File: src/rtl/sum_accumulator.sv
// rtl/sum_accumulator.sv - batch accumulator for results of a 3-bit ripple adder
//
// Sums NUM_OPS operands {Cout,S} (0..14) into an ACC_W-bit wrapping total,
// then presents the total until the consumer takes it.
//
// Ports:
//   clk        rising-edge clock
//   rst        synchronous active-high reset
//   S, Cout    upstream adder result, operand = {Cout,S}
//   in_valid   operand valid            in_ready   operand accepted (not DONE)
//   out_valid  batch total on ACC       out_ready  consumer takes the total
//   ACC        running / final total    OVF        sticky overflow for the batch
//   COUNT      operands accepted in the current batch
module sum_accumulator #(
    parameter int NUM_OPS = 4,
    parameter int ACC_W   = 6,
    localparam int CNT_W  = $clog2(NUM_OPS + 1)
) (
    input  logic             clk,
    input  logic             rst,
    input  logic [2:0]       S,
    input  logic             Cout,
    input  logic             in_valid,
    output logic             in_ready,
    output logic             out_valid,
    input  logic             out_ready,
    output logic [ACC_W-1:0] ACC,
    output logic             OVF,
    output logic [CNT_W-1:0] COUNT
);

    localparam logic [1:0] IDLE  = 2'd0;
    localparam logic [1:0] ACCUM = 2'd1;
    localparam logic [1:0] DONE  = 2'd2;

    // COUNT value holding the last operand of a batch before it is accepted
    localparam logic [CNT_W-1:0] LAST = CNT_W'(NUM_OPS - 1);

    logic [1:0]     state;
    logic [ACC_W:0] operand;
    logic [ACC_W:0] sum;

    // One extra bit on the adder so the wrap-around can be flagged
    assign operand = (ACC_W + 1)'({Cout, S});
    assign sum     = {1'b0, ACC} + operand;

    // Moore handshake outputs
    assign in_ready  = (state != DONE);
    assign out_valid = (state == DONE);

    always_ff @(posedge clk) begin
        if (rst) begin
            state <= IDLE;
            ACC   <= '0;
            COUNT <= '0;
            OVF   <= 1'b0;
        end else begin
            case (state)
                IDLE: begin
                    if (in_valid) begin
                        ACC   <= operand[ACC_W-1:0];
                        COUNT <= CNT_W'(1);
                        OVF   <= 1'b0;
                        state <= (NUM_OPS == 1) ? DONE : ACCUM;
                    end
                end
                ACCUM: begin
                    if (in_valid) begin
                        ACC   <= sum[ACC_W-1:0];
                        COUNT <= COUNT + CNT_W'(1);
                        OVF   <= OVF | sum[ACC_W];
                        state <= (COUNT == LAST) ? DONE : ACCUM;
                    end
                end
                DONE: begin
                    // Inputs are ignored here; the batch is cleared only once taken
                    if (out_ready) begin
                        ACC   <= '0;
                        COUNT <= '0;
                        OVF   <= 1'b0;
                        state <= IDLE;
                    end
                end
                default: begin
                    state <= IDLE;
                end
            endcase
        end
    end

endmodule

File: config.mk
export PLATFORM = sky130hd
export DESIGN_NAME = sum_accumulator
export DESIGN_NICKNAME = d
export VERILOG_FILES = /design/src/rtl/sum_accumulator.sv
export SDC_FILE = /design/constraint.sdc
export NUM_CORES = 1
export LEC_CHECK = 0
export ABC_AREA = 0
export BUFFER_PORTS_ARGS = -buffer_cell sky130_fd_sc_hd__buf_2
export CAP_MARGIN = 20
export CORE_ASPECT_RATIO = 1.2
export CORE_UTILIZATION = 30
export CTS_CLUSTER_SIZE = 20
export DETAILED_ROUTE_END_ITERATION = 10
export GPL_ROUTABILITY_DRIVEN = 0
export GPL_TIMING_DRIVEN = 0
export MAX_ROUTING_LAYER = met4
export PLACE_DENSITY = 0.61
export SETUP_SLACK_MARGIN = 0.4
export SKIP_LAST_GASP = 1
export SLEW_MARGIN = 0
export SYNTH_ARGS = -nofsm -noshare
export SYNTH_HDL_FRONTEND = slang
export SYNTH_SLANG_ARGS = --single-unit
File: constraint.sdc
create_clock -name clk -period 1.6 [get_ports clk]
set_input_delay 0.32 -clock clk [delete_from_list [all_inputs] [get_ports clk]]
set_output_delay 0.32 -clock clk [all_outputs]
set_load 0.01 [all_outputs]
### Yosys cells after proc, flatten, opt, wreduce, memory -nomap -nowiden

Index checks and enable logic that the tools add are counted.
W data, S select, Z words.

| operators by class | value |
|---|---|
| bitwise operators | 1 |
| $add $sub $neg | 2 |
| reduce and logical (&&, ||, !) cells | 4 |
| muxes and demuxes | 17 |
| equality and inequality tests | 7 |

Operators with widths:

| kind | count |
|---|---|
| $mux W6 | 3 |
| $pmux W6 S3 | 1 |
| $mux W3 | 3 |
| $pmux W3 S3 | 1 |
| $mux W2 | 4 |
| $add A6 B4 Y7 | 1 |
| $ne A2 B2 Y1 const B | 3 |
| $pmux W2 S3 | 1 |
| $reduce_and A4 Y1 | 1 |
| $add A3 B1 Y3 const B | 1 |
| $eq A3 B2 Y1 const B | 1 |
| $mux W1 | 3 |
| $pmux W1 S3 | 1 |
| $reduce_and A3 Y1 | 1 |
| $reduce_bool A3 Y1 | 1 |
| $eq A2 B1 Y1 const B | 1 |
| $eq A2 B2 Y1 const B | 1 |
| $logic_not A2 Y1 | 1 |
| $ne A2 B1 Y1 const B | 1 |
| $or A1 B1 Y1 | 1 |

| storage, ports and cells | value |
|---|---|
| word-level logic and storage cells | 35 |
| output and inout port bits | 12 |
| bits in registers | 12 |
| input port bits | 8 |

### Logic depth before layout (Yosys ltp)

| depth | value |
|---|---|
| depth after elaboration | 4 |
| mapped depth | 8 |
| gate-level depth less buffers | 6 |

### Worst setup path before layout

OpenSTA, ideal clock, no wires.

| timing path | value |
|---|---|
| path type | reg-to-reg |
| start | register state[0] |
| end | register ACC[5] |
| path buffers | 1 |
| stages on the path, launching flop included | 8 |
| period minus slack after synthesis | 1673 ps |
| arrival | 1554 ps |
| library setup time | 120 ps |
| slack | -73 ps |
| data required time | 1480 ps |
| cell sequence | dfxtp_1 inv_1 ha_1 nand2b_1 and3_4 buf_6 and4_1 o31a_1 |

| between the ends | value |
|---|---|
| longest elaborated chain between the ends | 3 |
| elaborated cells on any way between the ends | 9 |
| those cells by class | eq/ne: 5; mux: 1; reduce/logical: 3 |

RTL lines:

| what | RTL line | source |
|---|---|---|
| start: declaration | 39 | `logic [1:0] state;` |
| start signal: assignment | 64 | `state <= (NUM_OPS == 1) ? DONE : ACCUM;` |
| start signal: assignment | 72 | `state <= (COUNT == LAST) ? DONE : ACCUM;` |
| $eq A2 B2 Y1 (*) | -- |  |
| net out_valid | 25 | `output logic out_valid,` |
| $ne A2 B1 Y1 (no source line) / $reduce_bool A3 Y1 (equally long branches) | -- |  |
| $reduce_and A4 Y1 (no source line) | -- |  |
| end signal: assignment | 61 | `ACC <= operand[ACC_W-1:0];` |
| end signal: assignment | 69 | `ACC <= sum[ACC_W-1:0];` |
| end: declaration | 27 | `output logic [ACC_W-1:0] ACC,` |

The timed path passes the listed nets; every way through them passes the cells marked *.
A chain may end at the register's enable or synchronous reset.

### Final worst setup path

| timing path | value |
|---|---|
| start | register state[1] |
| end | register ACC[5] |

| between the ends | value |
|---|---|
| longest elaborated chain between the ends | 3 |
| elaborated cells on any way between the ends | 9 |
| those cells by class | eq/ne: 5; mux: 1; reduce/logical: 3 |

RTL lines:

| what | RTL line | source |
|---|---|---|
| $eq A2 B2 Y1, or another cell as far along | 58 | `case (state)` |
| $ne A2 B1 Y1 (no source line), or another cell as far along | -- |  |
| $reduce_and A4 Y1 (no source line) | -- |  |

Several ways; a longest one is shown, not always the timed one.

==> metrics.cfg <==
[clock_network]
cts_root_buf = clkbuf_4
cts_tree = done
hold_buffers = 0
clk_transition_reported_paths_ns = 0.09
cts_max_level = 1
cts_made_buffers = 3
worstSkewPairLatency_ns = 0.28
clkSinkCount = 12
clockBufferDepth = 2

[setup_path]
critical_path.cell_chain = buf_4 -> ha_4 -> nand2b_4 -> and3_4 -> buf_8 -> and4_1 -> o31a_1
startpoint_type = flop
cpPeakStageDelay_ns = 0.37
worstPathRequired_ns = 1.78
cp_top_family = simple AND/OR/NAND/NOR gates
worstSetupPathType = flop to flop
crit_fanout = 7
crit_buf_inv = 2
rrSetupSlack_ns = -0.02
arrival_ns = 1.80
crit_path_end_kind = flop
slowest_stage = dfxtp_4

[sta]
worst_slew_pin_slew_ns = 0.5108
setup_viol = 1
layout_setup_ws_ns = -0.01642
hold_viol = 0
max_clock_freq_ghz = 0.6187
clock_skew_ns = 0.009601
grt_setup_unrepaired = true
fin_crit_sh_pct = 101.0
period_minus_slack_ns = 1.616
finalMaxSlewViolations = 0
relSlewSlack_pct = 65.94

[global_routing]
grt_max_degree = 11
grt_first_pass_wirelength_mm = 3.525
grt_usage_pct = 16.42
antenna_found_initial = 0
grt_overflow = 0
grt_pass1_vias = 817

[floorplanning]
io-pin-count = 20
num_rows = 20
core_area_sq_mm = 0.002603
die_h_microns = 59.95
die-area_sq_mm = 0.003015
initial_core_util_pct = 32.26
die_width_microns = 50.29

[layout]
layout-drive-gt1-share_pct = 48.51
area_growth_pct = 54.54
antenna_cells = 0
layout_commonest_cell = buf_2
final_nets = 154
num-fill-cells = 253
final_area_sq_mm = 0.001297
final_cell_mix = buf_2, buf_4, inv_1

[synthesis]
yosysWarnings = 0
syn_avg_cell_area_sq_um = 8.396
ys_ff_latch = 12
yosys.cell_types.count = 36
synth_nets = 119
ys_seq_area_share_pct = 28.61
syn-cell-area_sq_um = 839.6
postSynthCellCount = 100

[pwr]
peakVddDrop_mv = 0.4929
seq_power_share_pct = 36.8
combPwrFrac_pct = 35.9
p_sw_share_pct = 31.61
p_per_area_mw_per_mm2 = 717.5
power.internal_w = 0.0006367
p_clk_share_pct = 27.3
finalPower_w = 0.0009310
leakagePower_nw = 0.5461
power_switching_w = 0.0002943

[detailed_routing]
drtIter0Drc = 13
drc = 0
vias = 830
wl_per_cell_microns = 12.80
ant_nets = 0
drt-pass1-iter-count = 4
vias_per_cell = 4.970
wirelength_mm = 2.137

[run]
drv_cap = 0

[hold_path]
min-delay-path-class = input pin to flop

[placed_design]
pre_cts_ws_ns = -0.1159
hpwl_mm = 1.471
place_area_sq_mm = 0.001057
port-buffer-count = 18

[status]
status = finished with violations
violations = negative setup slack

==> worst paths after layout <==
| path | start | endpoint | cells past startpoint |
|---|---|---|---|
| worst min-delay path | in_valid | state[1] | 3 |
| worst min register to register | OVF | OVF | 1 |
| worst max register to register | state[1] | ACC[5] | 7 |
| worst max-delay path | state[1] | ACC[5] | 7 |
==> cells by family after synthesis <==
logic type               share of synthesized area (%)
flip-flops                                       28.61
XOR/XNOR                                         1.043
AND/OR/NAND/NOR                                  21.61
AO/OA/AOI/OAI                                    22.80
buffers and inverters                            8.643
adder cells (fa/ha/maj)                          17.29
==> power groups by stage <==
| stage | Combinational (W) | Clock, W | Sequential (W) |
|---|---|---|---|
| after floorplan | 0.000178 | 0 | 0.000353 |
| after global placement | 0.000243 | 0 | 0.000347 |
| after detailed placement | 0.000251 | 0 | 0.000348 |
| after CTS | 0.000301 | 0.000260 | 0.000341 |
| after global routing | 0.000363 | 0.000277 | 0.000346 |
| final | 0.000334 | 0.000254 | 0.000343 |
==> through the flow <==
stage          util [%]  setup TNS [ns]  instances  hold slack (ns)
3_5_place_dp      40.63         -0.5246        151           0.4477
2_1_floorplan         -               0        100           0.4720
3_3_place_gp      40.63         -0.2696        151           0.4457
4_1_cts           46.68        -0.05952        161           0.3227
6_report          49.86        -0.01642        167           0.3212
5_1_grt           49.86         -0.1458        167           0.3520
==> worst register-to-register path: cells and delay by family (launching register included) <==
| family | cells | cell delay (ns) |
|---|---|---|
| simple gates | 3 | 0.45 |
| flops | 1 | 0.37 |
| compound gates | 1 | 0.27 |
| buf+inv | 2 | 0.26 |
| fa+ha+maj | 1 | 0.17 |
==> area by class of cell <==
cell class | instances | area [sq um] | area share (%)
inverters | 11 | 46.29 | 3.568
multi-input cells | 73 | 643.1 | 49.57
flip-flops and latches | 12 | 255.2 | 19.67
plain buffers | 4 | 48.80 | 3.761
clock buffers | 4 | 36.28 | 2.797
well taps | 33 | 41.29 | 3.182
repair buffers | 30 | 226.5 | 17.45
==> timing repair <==
action / in CTS / in global routing
endpoints found under the setup margin: 15 / 15
resized for setup: 18 / 9
cloned: 1 / 0
pin swaps: 11 / 6
setup buffers: 5 / 6
hold endpoints to repair: 0 / 0
==> layer usage <==
| layer | global-route usage, % | up-vias | routed length (microns) |
|---|---|---|---|
| li1 | - | 425 | - |
| met1 | 18.59 | 381 | 950 |
| met2 | 27.62 | 19 | 1057 |
| met3 | 2.290 | 5 | 84 |
| met4 | 9.524 | 0 | 44 |
| met5 | - | - | 0 |
==> synthesized netlist by cell type (all sizes together) <==
cell	number	area, sq um
nand4	2	12.51
ha	10	125.1
a21o	1	7.510
inv	11	41.29
nor2b	2	12.51
a311oi	3	26.28
and3	1	11.26
or3	2	12.51
a21oi	9	45.04
nor2	9	33.78
and3b	1	8.760
o21bai	1	18.77
o31a	1	8.760
nand3	4	25.02
fa	1	20.02
a21boi	2	15.02
buf	4	31.27
a221oi	1	15.01
nor3	4	20.02
o21ai	2	10.00
a31oi	1	6.260
nand2b	1	6.260
o32a	1	10.01
o211ai	1	7.510
xnor2	1	8.760
a211oi	1	7.510
nand2	8	30.03
dfxtp	12	240.2
and4	1	8.760
o21a	1	7.510
o22ai	1	6.260
==> registers in the layout, summed over array words and instances, names as in the netlist <==
register	flops
COUNT	3
OVF	1
state	2
ACC	6
(Power assumes the default switching activity.)
